--- src/rtl/tcb_lib_arbiter_if.sv ---
// tcb_lib_arbiter_if: bundle of IFN manager ports and one subordinate port
// around the shared-memory arbiter.
interface tcb_lib_arbiter_if #(
  parameter int IFN = 2,
  parameter int AW  = 32,
  parameter int DW  = 32
);
  logic [IFN-1:0]              man_vld;
  logic [IFN-1:0]              man_lck;
  logic [IFN-1:0]              man_wen;
  logic [IFN-1:0][AW-1:0]      man_adr;
  logic [IFN-1:0][1:0]         man_siz;
  logic [IFN-1:0][DW/8-1:0]    man_byt;
  logic [IFN-1:0][DW-1:0]      man_wdt;
  logic [IFN-1:0]              man_rdy;
  logic [IFN-1:0]              man_rsv;
  logic [DW-1:0]               man_rdt;
  logic [IFN-1:0]              man_sts;

  logic                        sub_vld;
  logic                        sub_wen;
  logic [AW-1:0]               sub_adr;
  logic [1:0]                  sub_siz;
  logic [DW/8-1:0]             sub_byt;
  logic [DW-1:0]               sub_wdt;
  logic                        sub_rdy;
  logic [DW-1:0]               sub_rdt;
  logic                        sub_sts;

  modport slave (
    input  man_vld, man_lck, man_wen, man_adr,
    input  man_siz, man_byt, man_wdt,
    output man_rdy, man_rsv, man_rdt, man_sts,
    output sub_vld, sub_wen, sub_adr,
    output sub_siz, sub_byt, sub_wdt,
    input  sub_rdy, sub_rdt, sub_sts
  );

  modport master (
    output man_vld, man_lck, man_wen, man_adr,
    output man_siz, man_byt, man_wdt,
    input  man_rdy, man_rsv, man_rdt, man_sts,
    input  sub_vld, sub_wen, sub_adr,
    input  sub_siz, sub_byt, sub_wdt,
    output sub_rdy, sub_rdt, sub_sts
  );
endinterface

--- src/rtl/tcb_lib_arbiter.sv ---
// tcb_lib_arbiter: round-robin TCB arbiter with lock support and
// fixed-delay response routing back to the issuing manager.
module tcb_lib_arbiter #(
  parameter int IFN = 2,
  parameter int AW  = 32,
  parameter int DW  = 32,
  parameter int DLY = 1
) (
  input logic clk,
  input logic rst,
  tcb_lib_arbiter_if.slave bus
);
  localparam int IW = (IFN > 1) ? $clog2(IFN) : 1;

  logic [IW-1:0]  ptr;
  logic [IW-1:0]  own_idx;
  logic           own_vld;
  logic [IW-1:0]  gid;
  logic [IW-1:0]  nxt;
  logic           gany;
  logic           xfr;
  logic [IFN-1:0] gnt;
  logic [IFN-1:0] rsv;
  int             j;

  // Grant search: locked owner only, else first requester from ptr.
  always_comb begin
    gid  = '0;
    gany = 1'b0;
    j    = 0;
    if (own_vld) begin
      if (bus.man_vld[own_idx]) begin
        gany = 1'b1;
        gid  = own_idx;
      end
    end else begin
      for (int k = 0; k < IFN; k++) begin
        j = int'(ptr) + k;
        if (j >= IFN) j = j - IFN;
        if (!gany && bus.man_vld[j]) begin
          gany = 1'b1;
          gid  = IW'(j);
        end
      end
    end
    gnt = (rst && gany) ? (IFN'(1) << gid) : '0;
    nxt = (int'(gid) >= IFN - 1) ? '0 : gid + IW'(1);
  end

  assign xfr         = rst & gany & bus.sub_rdy;
  assign bus.sub_vld = rst & gany;
  assign bus.man_rdy = bus.sub_rdy ? gnt : '0;

  // Request mux: granted manager's fields, zero when idle or in reset.
  always_comb begin
    bus.sub_wen = 1'b0;
    bus.sub_adr = '0;
    bus.sub_siz = '0;
    bus.sub_byt = '0;
    bus.sub_wdt = '0;
    if (rst && gany) begin
      bus.sub_wen = bus.man_wen[gid];
      bus.sub_adr = bus.man_adr[gid];
      bus.sub_siz = bus.man_siz[gid];
      bus.sub_byt = bus.man_byt[gid];
      bus.sub_wdt = bus.man_wdt[gid];
    end
  end

  // Priority pointer and lock owner advance only on a transfer.
  always_ff @(posedge clk or negedge rst) begin
    if (!rst) begin
      ptr     <= '0;
      own_vld <= 1'b0;
      own_idx <= '0;
    end else if (xfr) begin
      ptr     <= nxt;
      own_vld <= bus.man_lck[gid];
      own_idx <= gid;
    end
  end

  generate
    if (DLY == 0) begin : g_comb
      assign rsv = xfr ? gnt : '0;
    end else begin : g_pipe
      logic [DLY-1:0]         pv;
      logic [DLY-1:0][IW-1:0] pi;

      // Response ownership pipeline, shifts every cycle.
      always_ff @(posedge clk or negedge rst) begin
        if (!rst) begin
          pv <= '0;
          pi <= '0;
        end else begin
          pv[0] <= xfr;
          pi[0] <= gid;
          for (int s = 1; s < DLY; s++) begin
            pv[s] <= pv[s-1];
            pi[s] <= pi[s-1];
          end
        end
      end

      assign rsv = pv[DLY-1] ? (IFN'(1) << pi[DLY-1]) : '0;
    end
  endgenerate

  assign bus.man_rsv = rsv;
  assign bus.man_sts = bus.sub_sts ? rsv : '0;
  assign bus.man_rdt = bus.sub_rdt;
endmodule

--- src/flat_wrapper.sv ---
// flat-port wrapper written by rule: the top's interface ports become plain ports
module tcb_lib_arbiter_flat 
#(
  parameter int IFN = 2,
  parameter int AW  = 32,
  parameter int DW  = 32,
  parameter int DLY = 1
)
  (clk, rst, bus_man_vld, bus_man_lck, bus_man_wen, bus_man_adr, bus_man_siz, bus_man_byt, bus_man_wdt, bus_man_rdy, bus_man_rsv, bus_man_rdt, bus_man_sts, bus_sub_vld, bus_sub_wen, bus_sub_adr, bus_sub_siz, bus_sub_byt, bus_sub_wdt, bus_sub_rdy, bus_sub_rdt, bus_sub_sts);
  tcb_lib_arbiter_if #(.IFN(IFN), .AW(AW), .DW(DW)) bus_i ();
  input logic clk;
  input logic rst;
  input wire logic [$bits(bus_i.man_vld)-1:0] bus_man_vld;
  input wire logic [$bits(bus_i.man_lck)-1:0] bus_man_lck;
  input wire logic [$bits(bus_i.man_wen)-1:0] bus_man_wen;
  input wire logic [$bits(bus_i.man_adr)-1:0] bus_man_adr;
  input wire logic [$bits(bus_i.man_siz)-1:0] bus_man_siz;
  input wire logic [$bits(bus_i.man_byt)-1:0] bus_man_byt;
  input wire logic [$bits(bus_i.man_wdt)-1:0] bus_man_wdt;
  output wire logic [$bits(bus_i.man_rdy)-1:0] bus_man_rdy;
  output wire logic [$bits(bus_i.man_rsv)-1:0] bus_man_rsv;
  output wire logic [$bits(bus_i.man_rdt)-1:0] bus_man_rdt;
  output wire logic [$bits(bus_i.man_sts)-1:0] bus_man_sts;
  output wire logic [$bits(bus_i.sub_vld)-1:0] bus_sub_vld;
  output wire logic [$bits(bus_i.sub_wen)-1:0] bus_sub_wen;
  output wire logic [$bits(bus_i.sub_adr)-1:0] bus_sub_adr;
  output wire logic [$bits(bus_i.sub_siz)-1:0] bus_sub_siz;
  output wire logic [$bits(bus_i.sub_byt)-1:0] bus_sub_byt;
  output wire logic [$bits(bus_i.sub_wdt)-1:0] bus_sub_wdt;
  input wire logic [$bits(bus_i.sub_rdy)-1:0] bus_sub_rdy;
  input wire logic [$bits(bus_i.sub_rdt)-1:0] bus_sub_rdt;
  input wire logic [$bits(bus_i.sub_sts)-1:0] bus_sub_sts;
  assign bus_i.man_vld = bus_man_vld;
  assign bus_i.man_lck = bus_man_lck;
  assign bus_i.man_wen = bus_man_wen;
  assign bus_i.man_adr = bus_man_adr;
  assign bus_i.man_siz = bus_man_siz;
  assign bus_i.man_byt = bus_man_byt;
  assign bus_i.man_wdt = bus_man_wdt;
  assign bus_man_rdy = bus_i.man_rdy;
  assign bus_man_rsv = bus_i.man_rsv;
  assign bus_man_rdt = bus_i.man_rdt;
  assign bus_man_sts = bus_i.man_sts;
  assign bus_sub_vld = bus_i.sub_vld;
  assign bus_sub_wen = bus_i.sub_wen;
  assign bus_sub_adr = bus_i.sub_adr;
  assign bus_sub_siz = bus_i.sub_siz;
  assign bus_sub_byt = bus_i.sub_byt;
  assign bus_sub_wdt = bus_i.sub_wdt;
  assign bus_i.sub_rdy = bus_sub_rdy;
  assign bus_i.sub_rdt = bus_sub_rdt;
  assign bus_i.sub_sts = bus_sub_sts;
  tcb_lib_arbiter #(.IFN(IFN), .AW(AW), .DW(DW), .DLY(DLY)) u_core (.clk(clk), .rst(rst), .bus(bus_i));
endmodule
--- config.mk ---
export PLATFORM = sky130hd
export DESIGN_NAME = tcb_lib_arbiter_flat
export DESIGN_NICKNAME = d
export VERILOG_FILES = /design/src/rtl/tcb_lib_arbiter_if.sv /design/src/rtl/tcb_lib_arbiter.sv /design/src/flat_wrapper.sv
export SDC_FILE = /design/constraint.sdc
export NUM_CORES = 1
export LEC_CHECK = 0
export BUFFER_PORTS_ARGS = -buffer_cell sky130_fd_sc_hd__buf_2
export CAP_MARGIN = 20
export CORE_AREA = 4 4 111 113
export CTS_CLUSTER_DIAMETER = 40
export DETAILED_ROUTE_END_ITERATION = 10
export DIE_AREA = 0 0 115 117
export HOLD_SLACK_MARGIN = 0.08
export PLACE_DENSITY = 0.49
export SETUP_SLACK_MARGIN = 0.4
export SYNTH_ARGS = -nofsm -noshare
export SYNTH_HDL_FRONTEND = slang
export SYNTH_SLANG_ARGS = --single-unit
--- constraint.sdc ---
create_clock -name clk -period 2.5 [get_ports clk]
set_clock_uncertainty 0.1 [all_clocks]
set_input_delay 0.5 -clock clk [delete_from_list [all_inputs] [get_ports clk]]
set_output_delay 0.5 -clock clk [all_outputs]
set_load 0.01 [all_outputs]
==> results by group <==
Synth
  • Synth top cells by count: 71 x a22o_1, 38 x buf_4, 7 x buf_6, 6 x and2_1
  • Ranking of synthesized cells by area: a22o_1 47%, buf_4 22%, dfrtp_1 9.5%
  • Sequential element share of the synthesized area: 0.0948
  • Area leader, netlist: a22o_1
  • Post-synth ARST share: 1.00
  • Most common cell in the netlist: a22o_1
  • FF+latch count, synth: 5
  • Ys flop type: dfrtp_1
  • Post-synthesis cell count: 154
  • Top cell type's share of synthesized area: 0.471
  • Average size of a mapped cell: 8.57 µm²
  • EDFF count, synth: 0
  • Post-synth cell types: 24
  • Syn nets: 336
  • Cell Area, Synth: 1320 µm²
  • Synth warnings: 0

Floorplan
  • Row cnt: 39
  • Full die area: 13500 µm²
  • Die H: 117 µm
  • Initial core utilization: 0.117
  • Top-level I/O count: 292
  • Die X: 115 µm
  • CORE AREA: 11300 µm²

Clock network
  • CTS Buffer Depth: 2
  • TritonCTS buffer count: 3
  • Setup bufs post-CTS: 0
  • TritonCTS clock tree: done
  • CTS root buf: clkbuf_16
  • H-Tree Depth: 1
  • Worst-Skew Late Latency: 0.23 ns
  • Clock transition at path regs: 0.03 ns
  • Clock sinks: 5

Place
  • Routability Congestion: 0.674
  • DPL Wire Length: 5.60 mm
  • Number of port buffers: 227

Power
  • Static leakage: 1.50 nW
  • Switching pwr: 520 µW
  • PD cells: 532 nW/µm²
  • Sequential share of power: 0.108
  • Comb pwr share: 0.690
  • Pint: 786 µW
  • Clock power share: 0.203
  • VDD IR max: 0.184 mV
  • Switching Fraction: 0.398

Worst setup path
  • Crit path required time: 1.90 ns
  • Slowest stage delay, CP: 0.43 ns
  • Arr. time, crit path: 1.73 ns
  • Crit. End Element: output pin
  • CP Cell Sequence: or3b_1 -> and4_4 -> buf_12 -> a22o_1 -> buf_2
  • Critical Path Fanout Max: 28
  • Worst path slowest cell: dfrtp_2
  • CP Launch Type: flip-flop
  • Setup CP Type: reg2out
  • Buf/Inv on CP: 2
  • Crit-path leading delay family: simple AND/OR/NAND/NOR gates

Detailed routing
  • DRT Pass-1 Iters: 4
  • Via count: 2046
  • Drt via density: 4.19
  • DR WL/cell: 13.3 µm
  • Drt total wl: 6.51 mm
  • Antenna-violating nets left: 0
  • Drt initial violations: 34
  • DRC viols: 0

Layout
  • Area Overhead vs Synth: 86.1%
  • Share of layout cells above drive strength 1: 0.701
  • Final Net Count: 528
  • # diodes: 0
  • Final Util: 0.217

STA
  • Max Freq: 428 MHz
  • Final slew viol count: 0
  • Tmin final: 2.33 ns
  • Setup TNS: 0 ns
  • Final hold vios: 0
  • Final setup viols: 0
  • Unrepaired setup endpoints after global routing: yes
  • Slew headroom: 0.729
  • Crit share post-route: 0.934
  • Worst-margin pin slew: 0.407 ns

Flow run
  • Max Cap Viol: 0

GRT
  • Total track usage: 0.0771
  • First-pass GRT wire length: 8.65 mm
  • Vias in the first global route: 1904
  • Largest net degree at the start of global routing: 47
  • Total grt overflow: 0
  • Antenna violations before repair: 0

Min path
  • HP Class: reg2reg

Status
  • Outcome: completed
==> registers in the layout, summed over array words and instances, names as in the netlist <==
name              flops
u_core.g_pipe.pi      1
u_core.g_pipe.pv      1
u_core.own_idx        1
u_core.own_vld        1
u_core.ptr            1
==> power by group through the flow <==
stage	Combinational (mW)	Sequential [mW]	Clock (mW)
CTS	0.916	0.140	0.267
global placement	0.902	0.134	0
finish	0.901	0.141	0.265
global route	0.988	0.146	0.274
floorplan	0.588	0.129	0
detailed placement	0.910	0.136	0
==> cells in the final DEF (no fill, tap or decap), drive strengths merged <==
master	instances
buf	234
mux2i	1
nand2b	1
o221ai	1
dfrtp	5
a22o	71
a22oi	2
a21boi	1
nor2	2
o22ai	1
nand2	2
dlygate4sd3	1
o21a	1
and4	1
inv	5
and2	6
or3b	1
o311a	1
nor2b	1
a221o	1
and3	2
clkbuf	4
==> per-stage QoR <==
step | instance area, µm² | instances | total power [mW] | setup WS [ns] | hold WS [ns]
6_report | 2460 | 488 | 1.31 | 0.166 | 0.460
5_1_grt | 2460 | 488 | 1.41 | 0.116 | 0.504
4_1_cts | 2450 | 488 | 1.32 | 0.146 | 0.464
3_5_place_dp | 2360 | 483 | 1.05 | 0.166 | 0.253
3_3_place_gp | 2360 | 483 | 1.04 | 0.168 | 0.250
2_1_floorplan | 1320 | 154 | 0.717 | 0.403 | 0.104
==> routing by layer <==
layer	vias up	share of wire	GRT usage
met5	-	0	0
met4	0	0.018	0.0258
met3	16	0.11	0.0113
met2	140	0.52	0.146
met1	934	0.34	0.0880
li1	956	-	-
==> final timing paths <==
check	startpoint	cells after the start	slack [ns]	end
worst min register to register	u_core.ptr	2	0.46	u_core.ptr
min in group asynchronous	rst	2	0.65	u_core.g_pipe.pv
worst min-delay path	u_core.ptr	2	0.46	u_core.ptr
worst max register to register	u_core.own_vld	4	0.80	u_core.own_vld
max in group asynchronous	rst	2	1.43	u_core.own_vld
worst max-delay path	u_core.own_vld	5	0.17	bus_sub_siz[1]
==> worst min-delay path, cell delays in order (launching register included) <==
cell and delay, ns:
dfrtp_1 0.37, inv_1 0.09, a22oi_2 0.06
==> cell families (layout without fill, tap and decap cells) <==
family,after synthesis,in the layout,synth area share
and+or+nand+nor,16,16,0.0739
buffers and inverters,53,244,0.300
DFF,5,5,0.0948
muxes,1,1,0.00758
AOI/OAI and AO/OA,79,79,0.524
==> layout make-up <==
| cell class | count | area [µm²] |
|---|---|---|
| fillers | 1253 | 8860 |
| repair buffers | 235 | 1250 |
| multi-input cells | 96 | 805 |
| well taps | 143 | 179 |
| flip-flops and latches | 5 | 126 |
| clock buffers | 4 | 78.8 |
| inverters | 5 | 18.8 |
==> timing repair <==
action	CTS	global route
resized for setup	1	1
gates cloned	0	0
endpoints found under the setup margin	73	73
hold buffers	1	0
pin swaps	1	0
endpoints found under the hold margin	5	0
Power figures use the tool's default switching activity.
